--- src/rtl/sigma_pipe_if.sv ---
// sigma_pipe_if: valid/ready stream bundle between sigma_pipe and its neighbours
// Signals:
//   in0, in_valid, in_ready    operand stream into the unit
//   out0, out_valid, out_ready result stream out of the unit
// Modports: master = upstream/downstream side, slave = the sigma unit.
interface sigma_pipe_if #(
    parameter int DATA_W = 32
);
    logic [DATA_W-1:0] in0;
    logic              in_valid;
    logic              in_ready;
    logic [DATA_W-1:0] out0;
    logic              out_valid;
    logic              out_ready;

    modport master (output in0, in_valid, out_ready, input in_ready, out0, out_valid);
    modport slave  (input in0, in_valid, out_ready, output in_ready, out0, out_valid);
endinterface

--- src/rtl/sigma_pipe.sv ---
// sigma_pipe: two-stage elastic SHA sigma/Sigma unit, out = ROTR(x,A) ^ ROTR(x,B) ^ (mode ? ROTR(x,C) : SHR(x,C))
// Ports:
//   clk, rst          clock, asynchronous active-high reset
//   run               one-cycle pulse: latch amounts/mode, flush pipeline, clear count
//   constant_00..02   amounts A, B, C (low AMT_W bits used)
//   mode              0: term C is SHR, 1: term C is ROTR
//   bus               slave side of the in/out valid/ready streams
//   count             results delivered since last run or reset (wraps)
module sigma_pipe #(
    parameter int DATA_W = 32,
    parameter int AMT_W  = $clog2(DATA_W)
) (
    input  logic        clk,
    input  logic        rst,
    input  logic        run,
    input  logic [31:0] constant_00,
    input  logic [31:0] constant_01,
    input  logic [31:0] constant_02,
    input  logic        mode,
    sigma_pipe_if.slave bus,
    output logic [15:0] count
);
    logic [AMT_W-1:0]  amt_a, amt_b, amt_c;
    logic              mode_r, s1_valid, s2_valid, s1_free, s2_free, take;
    logic [DATA_W-1:0] ta, tb, tc, out_r;
    logic              unused_bits;

    // Left shift by (-n mod DATA_W): n=0 becomes a zero shift, so x|x returns x.
    function automatic logic [DATA_W-1:0] rotr(input logic [DATA_W-1:0] x, input logic [AMT_W-1:0] n);
        logic [AMT_W-1:0] l;
        l = -n;
        return (x >> n) | (x << l);
    endfunction

    assign unused_bits   = ^{constant_00[31:AMT_W], constant_01[31:AMT_W], constant_02[31:AMT_W]};
    assign s2_free       = !s2_valid || bus.out_ready;
    assign s1_free       = !s1_valid || s2_free;
    assign bus.in_ready  = s1_free && !run && !rst;
    assign take          = bus.in_valid && bus.in_ready;
    assign bus.out_valid = s2_valid;
    assign bus.out0      = out_r;

    always_ff @(posedge clk or posedge rst) begin
        if (rst) begin
            amt_a    <= '0;
            amt_b    <= '0;
            amt_c    <= '0;
            mode_r   <= 1'b0;
            s1_valid <= 1'b0;
            s2_valid <= 1'b0;
            ta       <= '0;
            tb       <= '0;
            tc       <= '0;
            out_r    <= '0;
            count    <= '0;
        end else if (run) begin
            amt_a    <= constant_00[AMT_W-1:0];
            amt_b    <= constant_01[AMT_W-1:0];
            amt_c    <= constant_02[AMT_W-1:0];
            mode_r   <= mode;
            s1_valid <= 1'b0;
            s2_valid <= 1'b0;
            count    <= '0;
        end else begin
            if (s1_free) s1_valid <= take;
            if (take) begin
                ta <= rotr(bus.in0, amt_a);
                tb <= rotr(bus.in0, amt_b);
                tc <= mode_r ? rotr(bus.in0, amt_c) : bus.in0 >> amt_c;
            end
            if (s2_free) s2_valid <= s1_valid;
            if (s1_valid && s2_free) out_r <= ta ^ tb ^ tc;
            if (s2_valid && bus.out_ready) count <= count + 16'd1;
        end
    end
endmodule
--- src/flat_wrapper.sv ---
// flat-port wrapper written by rule: the top's interface ports become plain ports
module sigma_pipe_flat 
#(
    parameter int DATA_W = 32,
    parameter int AMT_W  = $clog2(DATA_W)
)
  (clk, rst, run, constant_00, constant_01, constant_02, mode, count, bus_in0, bus_in_valid, bus_out_ready, bus_in_ready, bus_out0, bus_out_valid);
  sigma_pipe_if #(.DATA_W(DATA_W)) bus_i ();
  input  logic clk;
  input  logic rst;
  input  logic run;
  input  logic [31:0] constant_00;
  input  logic [31:0] constant_01;
  input  logic [31:0] constant_02;
  input  logic mode;
  output logic [15:0] count;
  input wire logic [$bits(bus_i.in0)-1:0] bus_in0;
  input wire logic [$bits(bus_i.in_valid)-1:0] bus_in_valid;
  input wire logic [$bits(bus_i.out_ready)-1:0] bus_out_ready;
  output wire logic [$bits(bus_i.in_ready)-1:0] bus_in_ready;
  output wire logic [$bits(bus_i.out0)-1:0] bus_out0;
  output wire logic [$bits(bus_i.out_valid)-1:0] bus_out_valid;
  assign bus_i.in0 = bus_in0;
  assign bus_i.in_valid = bus_in_valid;
  assign bus_i.out_ready = bus_out_ready;
  assign bus_in_ready = bus_i.in_ready;
  assign bus_out0 = bus_i.out0;
  assign bus_out_valid = bus_i.out_valid;
  sigma_pipe #(.DATA_W(DATA_W), .AMT_W(AMT_W)) u_core (.clk(clk), .rst(rst), .run(run), .constant_00(constant_00), .constant_01(constant_01), .constant_02(constant_02), .mode(mode), .bus(bus_i), .count(count));
endmodule
--- config.mk ---
export PLATFORM = sky130hd
export DESIGN_NAME = sigma_pipe_flat
export DESIGN_NICKNAME = d
export VERILOG_FILES = /design/src/rtl/sigma_pipe_if.sv /design/src/rtl/sigma_pipe.sv /design/src/flat_wrapper.sv
export SDC_FILE = /design/constraint.sdc
export NUM_CORES = 1
export LEC_CHECK = 0
export CORE_MARGIN = 1
export CORE_UTILIZATION = 58
export CTS_CLUSTER_SIZE = 30
export DETAILED_ROUTE_END_ITERATION = 8
export PLACE_DENSITY = 0.82
export SLEW_MARGIN = 10
export SYNTH_ARGS = -nofsm -noshare
export SYNTH_HDL_FRONTEND = slang
export SYNTH_SLANG_ARGS = --single-unit
--- constraint.sdc ---
create_clock -name clk -period 7.8 [get_ports clk]
set_input_delay 1.56 -clock clk [delete_from_list [all_inputs] [get_ports clk]]
set_output_delay 1.56 -clock clk [all_outputs]
set_load 0.01 [all_outputs]
==> results of run 1 <==
critical path: stages:
cell             delay, ps
clkdlybuf4s50_1        480
nor2b_1                 80
a211oi_1               460
clkdlybuf4s50_1        630
sequential cells by signal (all words and copies together) (netlist names):
| signal | count |
|---|---|
| u_core.bus.out0 | 32 |
| u_core.ta | 32 |
| u_core.tb | 32 |
| u_core.tc | 32 |
| u_core.count | 16 |
| u_core.amt_a | 5 |
| u_core.amt_b | 5 |
| u_core.amt_c | 5 |
| u_core.bus.out_valid | 1 |
| u_core.mode_r | 1 |
| u_core.s1_valid | 1 |
per-stage QoR:
step                hold WS (ps)  instance area (sq um)
floorplan                  474.9                  18350
global placement           461.1                  19290
detailed placement         469.7                  19290
CTS                        484.0                  19890
global route               504.3                  19890
finish                     477.0                  19890
cell type report:
type | count | area share [%]
flip-flops and latches | 162 | 20.42
clock buffers | 19 | 2.227
repair buffers | 171 | 7.774
inverters | 30 | 0.5912
multi-input cells | 1660 | 65.71
well taps | 396 | 2.491
clock inverters | 11 | 0.7799
kinds of logic after synthesis:
group	share of synthesized area [%]
flip-flops	22.09
buffers and inverters	6.928
AO/OA/AOI/OAI	19.71
XOR/XNOR	4.766
multiplexers	32.63
AND/OR/NAND/NOR	13.60
adder cells (fa/ha/maj)	0.2728
cell usage after synthesis (13+ instances only):
| cell | number |
|---|---|
| a21oi_1 | 117 |
| nand3_1 | 31 |
| inv_1 | 23 |
| nand2_1 | 232 |
| xnor2_1 | 46 |
| buf_4 | 29 |
| clkbuf_1 | 123 |
| o22a_1 | 28 |
| and2_1 | 14 |
| a221oi_1 | 23 |
| xor2_1 | 47 |
| mux2i_1 | 179 |
| dfrtp_1 | 162 |
| a211oi_1 | 32 |
| nand2b_1 | 13 |
| nor3_1 | 19 |
| mux4_2 | 119 |
| a31oi_1 | 53 |
| o21ai_0 | 142 |
| o221ai_1 | 15 |
| buf_2 | 71 |
| nor2_1 | 212 |
| o211ai_1 | 36 |
| nor2b_1 | 13 |
| mux2_2 | 124 |
cells in the final DEF, fill, tap and decap left out, types with 53 or more instances in the layout:
cell,instances
mux4_2,119
dfrtp_1,155
nor2_1,212
o21ai_0,142
a31oi_1,53
buf_4,68
nand2_1,231
a21oi_1,117
mux2i_1,179
mux2_2,124
clkdlybuf4s50_1,101
routing by layer:
layer | track usage, % | vias up | wire (microns)
li1 | - | 7669 | -
met1 | 58.74 | 8546 | 26240
met2 | 64.72 | 1465 | 30490
met3 | 15.05 | 312 | 10920
met4 | 26.28 | 0 | 4791
met5 | 0 | - | 0
power by group:
part	leakage (nW)	switching [W]	internal (W)
combinational	5.56	0.00140	0.00103
clock	0.296	0.000377	0.000513
sequential	1.90	0.000224	0.00107
total	7.75	0.00200	0.00261
worst min path at each step:
stage	cells after the start	end	slack (ps)
floorplan	2	u_core.tc[8]$_DFFE_PP0P_	470
global placement	2	u_core.bus.out0[14]$_DFFE_PP0P_	460
detailed placement	2	u_core.bus.out0[13]$_DFFE_PP0P_	470
CTS	2	u_core.bus.out0[13]$_DFFE_PP0P_	480
global route	2	u_core.bus.out0[26]$_DFFE_PP0P_	500
finish	2	u_core.bus.out0[13]$_DFFE_PP0P_	480
==> results.py, run 1 <==
metrics = {
    "floorplan": {
        "rows": 64,
        "ioPinCount": 184,
        "start_util_pct": 59.52,
        "die_y_microns": 179.9,
        "die_w_microns": 179.9,
        "core_area_sq_um": 30830,
        "dieArea_sq_um": 32350,
    },
    "synthesis": {
        "ys_warn_count": 0,
        "synth_top_area_share_pct": 22.09,
        "synth_top_area_cell": "dfrtp_1",
        "synth_ff_type": "dfrtp_1",
        "synth.avg_cell_area_sq_um": 8.763,
        "yosysSeqAreaShare_pct": 22.09,
        "ys_ff_latch": 162,
        "netlist_instances": 2094,
        "synth.distinct_cells": 73,
        "syn_nets": 2232,
        "synth_edf_count": 0,
        "syn_area_sq_um": 18350,
        "synthTopCellsByArea": "dfrtp_1 (22%), mux4_2 (15%), mux2i_1 (9.8%)",
        "synth_async_sr_flop_share_pct": 100.0,
    },
    "sta": {
        "max_freq_mhz": 209.8,
        "slew_headroom_pct": 12.54,
        "fin_crit_ps": 4765,
        "finalWorstSetupSlack_ps": 3035,
        "finalHoldViolCount": 0,
        "drv_slew": 0,
        "setup_viol": 0,
        "rsz0062_at_grt": "no",
        "skew_ps": 14.58,
        "tns_ps": 0,
        "post-route-period-util_pct": 61.10,
        "worstMarginPinSlew_ps": 1304,
    },
    "min_path": {
        "hold_path_class": "flop to flop",
        "hp-start": "u_core.bus.out0[13]$_DFFE_PP0P_",
    },
    "global_route": {
        "antenna_found_initial": 0,
        "grt_overflow": 0,
        "track_usage_pct": 44.93,
        "grt_pass1_wl_microns": 108500,
        "grt_pass1_vias": 17260,
        "grt_max_degree": 99,
    },
    "clock_network": {
        "clockBufferDepth": 2,
        "clk_pin_slew_worst_paths_ps": 60,
        "cts_resized": 0,
        "clock-root-buffer": "clkbuf_16",
        "post_cts_buffers": 0,
        "tritoncts.num_buffers": 17,
        "hold_buffers": 0,
        "cts_tree": "built",
        "cts.sinks": 162,
        "clock_latency_ps": 460,
        "cts_htree_levels": 4,
    },
    "setup_path": {
        "crit_path_end_kind": "output pin",
        "crit_path_max_fanout": 4,
        "start_kind": "primary input",
        "r2r_end": "u_core.ta[29]$_DFFE_PP0P_",
        "cp.arrival_ps": 3210,
        "rrSetupSlack_ps": 3420,
        "r2r.worst_path.cells": 11,
        "cp-startpoint": "bus_out_ready",
        "worstSetupEndpoint": "bus_in_ready",
        "required_ps": 6240,
        "critPathKind": "primary input to output pin",
        "r2r_start": "u_core.amt_a[0]$_DFFE_PP0P_",
    },
    "outcome": {
        "status": "finished with violations",
        "failed_checks": "DRC",
    },
    "cells_and_area": {
        "diodes": 0,
        "syn_to_final_growth_pct": 8.407,
        "nFillCells": 2653,
        "register_area_sq_um": 4063,
        "drive_above_1_share_pct": 18.51,
        "final_core_util_pct": 64.53,
        "layout.cells.non_filler": 2449,
        "nets": 2180,
        "multi_input_area_sq_um": 13070,
    },
    "power": {
        "ir_drop_v": 0.0001857,
        "p_leak_nw": 7.753,
        "power.total_w": 0.004606,
        "power_density_nw_per_um2": 231.5,
    },
    "placement": {
        "hpwlAfterDp_microns": 48410,
        "dpl.cell_count": 2419,
        "dp_worst_setup_slack_ps": 3049,
        "gp_congestion": 1.002,
        "io_buffers": 102,
    },
    "detailed_routing": {
        "firstDrtPassIters": 8,
        "ant_nets": 0,
        "routed_wl_microns": 72450,
        "wl_per_cell_microns": 29.58,
        "drc": 12,
        "vias": 17990,
        "viasPerCell": 7.347,
        "drtIter0Drc": 2671,
    },
    "run": {
        "drv_cap": 0,
    },
}
Note: power is estimated with default switching activity, not from simulation.
==> inputs of run 2 (changes only) <==
clock period = 4.44 ns   (was 7.8 ns; I/O delays follow)
==> run 2 against run 1 <==
The run still ends with DRC left; combinational power increased by 80%; flip-flop and latch count unchanged; global-route usage increased by 1.1 points; power increased by 77%; hold slack improved by 1.7 ps; via count increased by 1.1%; setup slack got worse by 2100 ps; clock-buffer cell count unchanged; clock skew decreased by 1.4 ps; highest routed layer unchanged.
==> results.py, run 2 (synthesized netlist as in run 1, its figures left out) <==
metrics = {
    "setup_path": {
        "r2r_start": "u_core.amt_b[0]$_DFFE_PP0P_",
        "worstSetupEndpoint": "u_core.tc[20]$_DFFE_PP0P_",
        "crit_path_end_kind": "flop",
        "r2r.worst_path.cells": 9,
        "cp.arrival_ps": 3870,
        "required_ps": 4790,
        "rrSetupSlack_ps": 920,
        "start_kind": "primary input",
        "critPathKind": "primary input to flop",
        "crit_path_max_fanout": 12,
        "r2r_end": "u_core.tb[14]$_DFFE_PP0P_",
        "cp-startpoint": "bus_in0[20]",
    },
    "sta": {
        "worstMarginPinSlew_ps": 1167,
        "skew_ps": 13.14,
        "slew_headroom_pct": 22.22,
        "drv_slew": 0,
        "post-route-period-util_pct": 79.36,
        "finalHoldViolCount": 0,
        "setup_viol": 0,
        "fin_crit_ps": 3524,
        "rsz0062_at_grt": "no",
        "tns_ps": 0,
        "max_freq_mhz": 283.8,
        "finalWorstSetupSlack_ps": 916.5,
    },
    "min_path": {
        "min_path_cells": 2,
        "hold_path_class": "flop to flop",
    },
    "cells_and_area": {
        "syn_to_final_growth_pct": 10.40,
        "layout_common_cells": "nand2_1 (231), nor2_1 (212), mux2i_1 (179)",
        "diodes": 0,
        "nets": 2229,
        "mostFrequentLayoutCell": "nand2_1",
        "drive_above_1_share_pct": 20.44,
    },
    "clock_network": {
        "clock-root-buffer": "clkbuf_16",
        "post_cts_buffers": 0,
        "cts_tree": "built",
        "clockBufferDepth": 2,
        "hold_buffers": 0,
        "clk_pin_slew_worst_paths_ps": 80,
        "tritoncts.num_buffers": 17,
        "cts.sinks": 162,
        "clock_latency_ps": 450,
        "cts_htree_levels": 4,
        "cts_resized": 0,
    },
    "global_route": {
        "antenna_found_initial": 0,
        "track_usage_pct": 46.04,
        "grt_pass1_vias": 17210,
        "grt_pass1_wl_microns": 111000,
        "grtUsageMet2_pct": 68.82,
        "use_met1_pct": 59.88,
        "grt_busiest_layer": "met2",
        "use_met3_pct": 14.65,
        "grt_overflow": 0,
        "grt_max_degree": 66,
    },
    "detailed_routing": {
        "drtIter0Drc": 2860,
        "routed_wl_microns": 74240,
        "vias": 18190,
        "viasPerCell": 7.274,
        "firstDrtPassIters": 9,
        "wl_per_cell_microns": 29.70,
        "drc": 10,
        "ant_nets": 0,
    },
    "floorplan": {
        "die_y_microns": 179.9,
        "dieArea_sq_um": 32350,
        "start_util_pct": 59.52,
        "ioPinCount": 184,
        "die_w_microns": 179.9,
        "rows": 64,
        "core_area_sq_um": 30830,
    },
    "run": {
        "drv_cap": 0,
    },
    "placement": {
        "gp_congestion": 1.029,
        "hpwlAfterDp_microns": 54290,
        "dp_worst_setup_slack_ps": 674.3,
        "io_buffers": 102,
    },
    "outcome": {
        "failed_checks": "DRC",
        "status": "finished with violations",
    },
    "power": {
        "ir_drop_v": 0.0003536,
        "power_density_nw_per_um2": 402.9,
        "p_leak_nw": 7.982,
    },
}
-- run 2: metrics by stage --
step                std cells  instance area [sq um]  total power [W]  hold slack (ps)  util (%)
finish                   2500                  20260         0.008162            478.7     65.71
global route             2500                  20260         0.008502            513.7     65.71
CTS                      2500                  20260         0.008018            485.6     65.71
detailed placement       2468                  19670         0.006508            469.9     63.81
global placement         2468                  19670         0.006428            460.8     63.81
floorplan                2094                  18350         0.004987            474.9         -
-- run 2: layout make-up --
| type | count | area, sq um |
|---|---|---|
| multi-input combinational | 1660 | 13060 |
| fill | 2580 | 10570 |
| sequential | 162 | 4063 |
| timing repair buffer | 220 | 1939 |
| tap | 396 | 495.5 |
| clock buffer | 19 | 452.9 |
| clock inverter | 13 | 131.4 |
| inverter | 30 | 116.4 |
-- run 2: worst min-delay path by stage --
stage	start	endpoint	slack, ps
after global routing	u_core.bus.out0[0]$_DFFE_PP0P_	u_core.bus.out0[0]$_DFFE_PP0P_	510
after CTS	u_core.bus.out0[0]$_DFFE_PP0P_	u_core.bus.out0[0]$_DFFE_PP0P_	490
after global placement	u_core.bus.out0[5]$_DFFE_PP0P_	u_core.bus.out0[5]$_DFFE_PP0P_	460
after detailed placement	u_core.bus.out0[0]$_DFFE_PP0P_	u_core.bus.out0[0]$_DFFE_PP0P_	470
final	u_core.bus.out0[0]$_DFFE_PP0P_	u_core.bus.out0[0]$_DFFE_PP0P_	480
after floorplan	u_core.tc[8]$_DFFE_PP0P_	u_core.tc[8]$_DFFE_PP0P_	470
-- run 2: worst max-delay path: stages --
cell and delay [ps]:
clkdlybuf4s50_1 890, mux4_2 680, mux2i_1 280, nor2_1 70, a31oi_1 430, o221ai_1 420, o21a_1 220
-- run 2: where the power goes --
group | internal, W | total, W | switching, W | leakage [nW]
clock network | 0.000782 | 0.00152 | 0.000738 | 0.286
registers | 0.00187 | 0.00227 | 0.000400 | 1.90
logic | 0.00186 | 0.00437 | 0.00251 | 5.79
-- run 2: layer usage --
layer  wire length (microns)  vias to the layer above
li1                        -                     7788
met1                   27820                     8742
met2                   32040                     1381
met3                   10170                      274
met4                    4213                        0
met5                       0                        -
